**config.mk**
```make
export PLATFORM = sky130hd
export DESIGN_NAME = uart_tx_arbiter
export DESIGN_NICKNAME = d
export VERILOG_FILES = /design/src/rtl/uart_pkg.sv /design/src/rtl/uart_rr_arbiter.sv /design/src/rtl/uart_tx_arbiter.sv
export SDC_FILE = /design/constraint.sdc
export NUM_CORES = 1
export LEC_CHECK = 0
export ABC_AREA = 0
export CORE_MARGIN = 2
export CORE_UTILIZATION = 42
export DETAILED_ROUTE_END_ITERATION = 8
export GPL_ROUTABILITY_DRIVEN = 0
export HOLD_SLACK_MARGIN = 0.05
export PLACE_DENSITY_LB_ADDON = 0.08
export SLEW_MARGIN = 10
export SYNTH_ARGS = -nofsm -noshare
export SYNTH_HDL_FRONTEND = slang
export SYNTH_SLANG_ARGS = --single-unit
```
**constraint.sdc**
```tcl
create_clock -name CLK -period 3.38 [get_ports CLK]
set_input_delay 0.338 -clock CLK [delete_from_list [all_inputs] [get_ports CLK]]
set_output_delay 0.338 -clock CLK [all_outputs]
set_load 0.03 [all_outputs]
```
**src/rtl/uart_pkg.sv**
```systemverilog
// Shared constants for the UART TX arbiter: state codes, defaults, timeout.
// Optional multi-byte lock mode is enabled by defining UART_ARB_LOCK_EN.
package uart_pkg;

  localparam int NUM_REQ_DEF    = 4;
  localparam int DATA_WIDTH_DEF = 8;
  localparam int WAIT_START_TO  = 4;

  typedef logic [3:0] arb_state_t;

  localparam logic [3:0] ST_IDLE   = 4'b0001;
  localparam logic [3:0] ST_ISSUE  = 4'b0010;
  localparam logic [3:0] ST_WSTART = 4'b0100;
  localparam logic [3:0] ST_WDONE  = 4'b1000;

endpackage

```
**src/rtl/uart_rr_arbiter.sv**
```systemverilog
// Round-robin winner search: first requester at or above the pointer,
// wrapping at N-1 back to 0.
module uart_rr_arbiter
  import uart_pkg::*;
#(
  parameter int N = NUM_REQ_DEF
) (
  input  logic [N-1:0]         i_req,
  input  logic [$clog2(N)-1:0] i_ptr,
  output logic                 o_valid,
  output logic [$clog2(N)-1:0] o_index
);

  localparam int IW = $clog2(N);

  always_comb begin
    logic [IW-1:0] v_j;
    o_valid = 1'b0;
    o_index = '0;
    v_j     = '0;
    // Walk from the far end so the closest match to the pointer wins.
    for (int k = N - 1; k >= 0; k--) begin
      v_j = IW'((int'(i_ptr) + k) % N);
      if (i_req[v_j]) begin
        o_valid = 1'b1;
        o_index = v_j;
      end
    end
  end

endmodule

```
**src/rtl/uart_tx_arbiter.sv**
```systemverilog
// Arbitrates N byte requesters onto one UART transmitter (one-hot FSM).
// Define UART_ARB_LOCK_EN to let a locked requester send back-to-back bytes.
module uart_tx_arbiter
  import uart_pkg::*;
#(
  parameter int NUM_REQ    = NUM_REQ_DEF,
  parameter int DATA_WIDTH = DATA_WIDTH_DEF
) (
  input  logic                          CLK,
  input  logic                          RSTn,
  input  logic [NUM_REQ-1:0]            REQ,
  input  logic [NUM_REQ*DATA_WIDTH-1:0] REQ_DATA,
  input  logic [NUM_REQ-1:0]            REQ_LOCK,
  output logic [NUM_REQ-1:0]            GNT_ACK,
  output logic [DATA_WIDTH-1:0]         TX_P_DATA,
  output logic                          TX_DATA_VALID,
  input  logic                          TX_BUSY,
  output logic [$clog2(NUM_REQ)-1:0]    GRANT_ID,
  output logic                          ARB_BUSY
);

  localparam int IW = $clog2(NUM_REQ);
  localparam logic [2:0] TO_LAST = 3'(WAIT_START_TO - 1);

  arb_state_t            r_state;
  logic [IW-1:0]         r_ptr;
  logic [IW-1:0]         r_gid;
  logic [DATA_WIDTH-1:0] r_data;
  logic [2:0]            r_cnt;

  logic                  w_win_valid;
  logic [IW-1:0]         w_win_idx;
  logic                  w_relock;

  uart_rr_arbiter #(.N(NUM_REQ)) u_rr (
    .i_req   (REQ),
    .i_ptr   (r_ptr),
    .o_valid (w_win_valid),
    .o_index (w_win_idx)
  );

`ifdef UART_ARB_LOCK_EN
  assign w_relock = REQ_LOCK[r_gid] & REQ[r_gid];
`else
  logic w_unused_lock;
  assign w_unused_lock = ^REQ_LOCK;
  assign w_relock      = 1'b0;
`endif

  always_ff @(posedge CLK or negedge RSTn) begin
    if (!RSTn) begin
      r_state <= ST_IDLE;
      r_ptr   <= '0;
      r_gid   <= '0;
      r_data  <= '0;
      r_cnt   <= '0;
    end else begin
      case (r_state)
        ST_IDLE: begin
          if (!TX_BUSY && w_win_valid) begin
            r_gid   <= w_win_idx;
            r_data  <= REQ_DATA[w_win_idx*DATA_WIDTH +: DATA_WIDTH];
            r_state <= ST_ISSUE;
          end
        end
        ST_ISSUE: begin
          r_ptr   <= (r_gid == IW'(NUM_REQ - 1)) ? '0 : r_gid + IW'(1);
          r_cnt   <= '0;
          r_state <= ST_WSTART;
        end
        ST_WSTART: begin
          // A strobe the transmitter never acknowledges is dropped, not retried.
          if (TX_BUSY) begin
            r_state <= ST_WDONE;
          end else if (r_cnt == TO_LAST) begin
            r_state <= ST_IDLE;
          end else begin
            r_cnt <= r_cnt + 3'd1;
          end
        end
        ST_WDONE: begin
          if (!TX_BUSY) begin
            if (w_relock) begin
              r_data  <= REQ_DATA[r_gid*DATA_WIDTH +: DATA_WIDTH];
              r_state <= ST_ISSUE;
            end else begin
              r_state <= ST_IDLE;
            end
          end
        end
        default: r_state <= ST_IDLE;
      endcase
    end
  end

  assign TX_DATA_VALID = (r_state == ST_ISSUE);
  assign TX_P_DATA     = r_data;
  assign GRANT_ID      = r_gid;
  assign ARB_BUSY      = (r_state != ST_IDLE);

  always_comb begin
    GNT_ACK = '0;
    if (TX_DATA_VALID) GNT_ACK[r_gid] = 1'b1;
  end

endmodule

```
[Word-level counts from Yosys, hierarchy flattened]
Cells that the tools add are included.
Word-level totals
  output and inout port bits: 16
  bits in registers: 19
  input port bits: 43
  word-level logic and storage cells: 64
Operators by class
  shift operators: 1
  order comparisons: 6
  $add $sub $neg: 5
  reductions and logical operators: 7
  equality and inequality tests: 12
  muxes and demuxes: 28
Operator list (count)
  32-bit by 6-bit indexed part select with 8-bit output: 1
  4-bit 2-to-1 mux: 5
  4-bit case mux with 4 select lines: 1
  2-bit by 3-bit less-than comparator with 1-bit output (second input constant): 5
  2-bit 2-to-1 mux: 5
  1-bit 2-to-1 mux: 9
  1-bit binary-select mux with 2-bit select: 4
  2-bit inequality test (second input constant): 4
  3-bit 2-to-1 mux: 2
  3-bit case mux with 2 select lines: 1
  3-bit AND reduction: 2
  2-bit by 1-bit adder with 2-bit output (second input constant): 2
  2-bit adder (second input constant): 2
  4-bit by 1-bit equality test with 1-bit output (second input constant): 1
  4-bit by 2-bit equality test with 1-bit output (second input constant): 1
  4-bit by 3-bit equality test with 1-bit output (second input constant): 1
  4-bit equality test (second input constant): 1
  4-bit by 1-bit inequality test with 1-bit output (second input constant): 1
  3-bit by 1-bit adder with 3-bit output (second input constant): 1
  3-bit by 2-bit equality test with 1-bit output (second input constant): 1
  3-bit inequality test (second input constant): 1
  1-bit demux with 2-bit select: 1
  2-bit equality test (second input constant): 1
  2-bit by 1-bit greater-or-equal comparator with 1-bit output (second input constant): 1
  other kinds (4): 5

[Depth between registers and ports, before layout]
  word-level depth: 10
  mapped depth: 7
  gate-level depth less buffers: 6

[Modules after synthesis]
Synthesis repeated with hierarchy kept, for this count alone.
Second synthesis, totals
  cells, all modules: 95
  area, all modules: 1197.4 um2
Modules (own cells, without submodules)
  uart_tx_arbiter: sequential area each 476.7 um2, cells an instance 82, instances 1, area each 1119.8 um2
  uart_rr_arbiter: sequential area each 0.0 um2, cells an instance 13, instances 1, area each 77.6 um2

[Worst setup path before layout]
No wires, ideal clock.
  path type: reg-to-reg
  from: register r_state[0]
  to: register r_ptr[1]
  slack: 1.634 ns
  clock period less this slack: 1.746 ns
  data arrival time: 1.621 ns
  setup time: 0.125 ns
  data required time: 3.255 ns
  stages on the path, launching flop included: 5
  buffers on the path: 1
  path through: dfstp_2 > nor3_1 > and2_1 > clkbuf_1 > mux2_2
Between the ends
  word-level cells in the longest chain between the ends: 1
Ends and longest elaborated chain
  start, declared: line uart_tx_arbiter.sv:25  | arb_state_t r_state;
  start signal, assigned: line uart_tx_arbiter.sv:52  | r_state <= ST_IDLE;
  start signal, assigned: line uart_tx_arbiter.sv:63  | r_state <= ST_ISSUE;
  start signal, assigned: line uart_tx_arbiter.sv:69  | r_state <= ST_WSTART;
  4-bit by 2-bit equality test with 1-bit output
  named net TX_DATA_VALID: line uart_tx_arbiter.sv:16  | output logic TX_DATA_VALID,
  end signal, assigned: line uart_tx_arbiter.sv:67  | r_ptr <= (r_gid == IW'(NUM_REQ - 1)) ? '0 : r_gid + IW'(1);
  end, declared: line uart_tx_arbiter.sv:26  | logic [IW-1:0] r_ptr;
The timed path passes the listed nets, and every way through them passes these cells.
A chain may end at the register's enable or synchronous reset.

[Final worst setup path]
  from: register r_state[3]
  to: output port TX_DATA_VALID
Between the ends
  word-level cells in the longest chain between the ends: 1
Ends and longest elaborated chain
  4-bit by 2-bit equality test with 1-bit output: line uart_tx_arbiter.sv:96  | assign TX_DATA_VALID = (r_state == ST_ISSUE);
  end, declared: line uart_tx_arbiter.sv:16
Every way passes these cells.

==> results.json <==
{
  "synth_top_area_cell": "dfrtp_1",
  "drt-wirelength-per-cell_um": 14.2,
  "clk_pin_slew_ns": 0.11,
  "period_share_pct": 75.8,
  "layout-drive-gt1-share_pct": 5.39,
  "tritoncts": "built",
  "final_cells": 198,
  "synth_edf_count": 0,
  "regArea_um2": 477,
  "netlist_area_um2": 1160,
  "setup_viol": 0,
  "first_pass_iters": 4,
  "nNetsFinal": 217,
  "grt_max_degree": 20,
  "multi_input_area_um2": 609,
  "cts-root-buf": "clkbuf_4",
  "crit_path_top_delay_cell": "clkdlybuf4s50_1",
  "dp_hpwl_um": 2240,
  "wl_um": 2820,
  "synthAdderAreaFrac_pct": 6.47,
  "worst_path_dominant_cell_family": "simple AND/OR/NAND/NOR gates",
  "groute.usage.overall_pct": 18.0,
  "placed_area_um2": 1700,
  "synth_cell_types": 32,
  "port_buffers": 54,
  "antenna_found_initial": 0,
  "hold_path_class": "reg2reg",
  "synth_cells": 114,
  "setup_tns_ns": 0,
  "clockBufferDepth": 2,
  "fin_worst_skew_ns": 0.00262,
  "syn_area_per_cell_um2": 10.2,
  "fillers": 238,
  "cp-start-kind": "register",
  "worst_slew_pin_slew_ns": 0.867,
  "cp.required_ns": 3.04,
  "drc_errors": 0,
  "die_w_um": 56.6,
  "start_util_pct": 43.2,
  "h-tree-depth": 1,
  "syn_to_final_growth_pct": 48.9,
  "coreArea_um2": 2690,
  "overflow": 0,
  "worst-path-buf-inv": 1,
  "vias": 1067,
  "drtIter0Drc": 19,
  "synth_top_family_by_area": "multiplexers",
  "cap_violations": 0,
  "synthMuxAreaShare_pct": 16.5,
  "row_count": 19,
  "endpoint_kind": "output port",
  "yosysWarnings": 0,
  "cts_resized": 0,
  "yosysTopAreaCellShare_pct": 38.8,
  "synth_compound_gate_area_share_pct": 16.4,
  "crit_fanout": 6,
  "synth.area.top_cells": "dfrtp_1, mux2i_1, o221ai_1",
  "antenna_cells": 0,
  "peakVddDrop_uv": 491,
  "synth_common_cells": "dfrtp_1, mux2i_1, nand2_1",
  "crit_type": "reg2out",
  "dieArea_um2": 3200,
  "power_density_nw_per_um2": 693,
  "numCtsBuffers": 3,
  "grt_pass1_wl_um": 4560,
  "layout_min_cycle_time_ns": 2.56,
  "first_global_vias": 1051,
  "async_reset_ff_share_pct": 100,
  "finalHoldViolCount": 0,
  "status": "finished, final reports clean",
  "cts_setup_buffers": 0,
  "rsz0062_at_grt": "false",
  "ios": 59,
  "cts_sinks": 19,
  "insertion_delay_ns": 0.29,
  "path_cells": "nor3_1, and2_1, clkdlybuf4s50_1",
  "synth-xor-area-share_pct": 0,
  "power_leakage_nw": 0.821,
  "ys_seq_area_share_pct": 41.1,
  "vias_per_cell": 5.39,
  "critical_path_arrival_ns": 2.23,
  "relSlewSlack_pct": 42.0,
  "fmax_mhz": 390,
  "synth_ff_type": "dfrtp_1",
  "postLayoutCellArea_um2": 1730,
  "syn_nets": 163,
  "ys_ff_latch": 19,
  "die_h_um": 56.6,
  "ctsHoldBuffers": 0,
  "dp_cells": 194,
  "synthSimpleGateAreaFrac_pct": 13.2,
  "antenna_left": 0,
  "cpPeakStageDelay_ns": 0.71,
  "slew_violations": 0
}
-- kinds of logic after synthesis --
group                    count (synthesis)
AND/OR/NAND/NOR                         32
AO/OA/AOI/OAI                           25
multiplexers                            19
flip-flops                              19
buffers and inverters                   13
adder cells (fa/ha/maj)                  6
-- through the flow --
step / hold WS, ns / worst slack, ns / utilization [%] / total power, W
after global routing: 0.536 / 0.733 / 64.3 / 0.00128
after CTS: 0.508 / 0.801 / 64.3 / 0.00121
after global placement: 0.468 / 0.912 / 63.3 / 0.00107
after detailed placement: 0.479 / 0.912 / 63.3 / 0.00109
after floorplan: 0.0424 / 1.63 / - / 0.000849
final: 0.504 / 0.817 / 64.3 / 0.00120
-- final timing paths --
path	start	end	slack (ns)	cells after the start
max	r_state[3]	TX_DATA_VALID	0.82	3
min in group asynchronous	RSTn	TX_P_DATA[3]	0.52	1
min	TX_P_DATA[0]	TX_P_DATA[0]	0.50	2
max reg2reg	r_state[1]	TX_P_DATA[7]	1.58	5
min reg2reg	TX_P_DATA[0]	TX_P_DATA[0]	0.50	2
max in group asynchronous	RSTn	r_ptr[0]	2.33	1
-- routing by layer --
| layer | up-vias | track usage [%] | routed length [um] |
|---|---|---|---|
| met1 | 514 | 21.0 | 1160 |
| met2 | 25 | 32.9 | 1490 |
| li1 | 524 | - | - |
| met4 | 0 | 4.08 | 23 |
| met5 | - | 0 | 0 |
| met3 | 4 | 4.38 | 139 |
-- cell usage in the layout (no fill, tap or decap), types with 2 or more instances in the layout --
cell type / netlist / final
ha_1: 6 / 6
clkbuf_4: 0 / 3
a21oi_1: 3 / 3
o21ai_0: 4 / 4
nor2b_1: 2 / 2
nor2_1: 3 / 3
inv_1: 6 / 6
o221ai_1: 9 / 9
mux2i_1: 18 / 18
clkdlybuf4s50_1: 0 / 54
and3_1: 4 / 4
nand2_1: 16 / 16
nand2b_1: 2 / 2
o22ai_1: 2 / 2
dfrtp_1: 18 / 18
-- tightest hold or removal path, cell delays in order (launching register included) --
cell      delay [ns]
dfrtp_1         0.37
nand2_1         0.05
o221ai_1        0.06
-- flip-flops by register name (all words and copies together), names as in the netlist --
| name | count |
|---|---|
| r_cnt | 3 |
| r_ptr | 2 |
| TX_P_DATA | 8 |
| r_state | 4 |
| GRANT_ID | 2 |
-- area by class of cell --
class	count	area share, %
clock inverters	1	0.290
repair buffers	55	31.7
multi-input cells	82	35.3
clock buffers	3	1.30
well taps	31	2.25
inverters	7	1.52
flip-flops and latches	19	27.6
-- report_power, final --
group	leakage [nW]	internal (W)	total (W)	switching, W
Sequential	0.242	0.000324	0.000404	0.0000801
Clock	0.0177	0.0000440	0.000116	0.0000717
Combinational	0.561	0.000308	0.000677	0.000369
Total	0.821	0.000675	0.00120	0.000521
(Power assumes the default switching activity.)
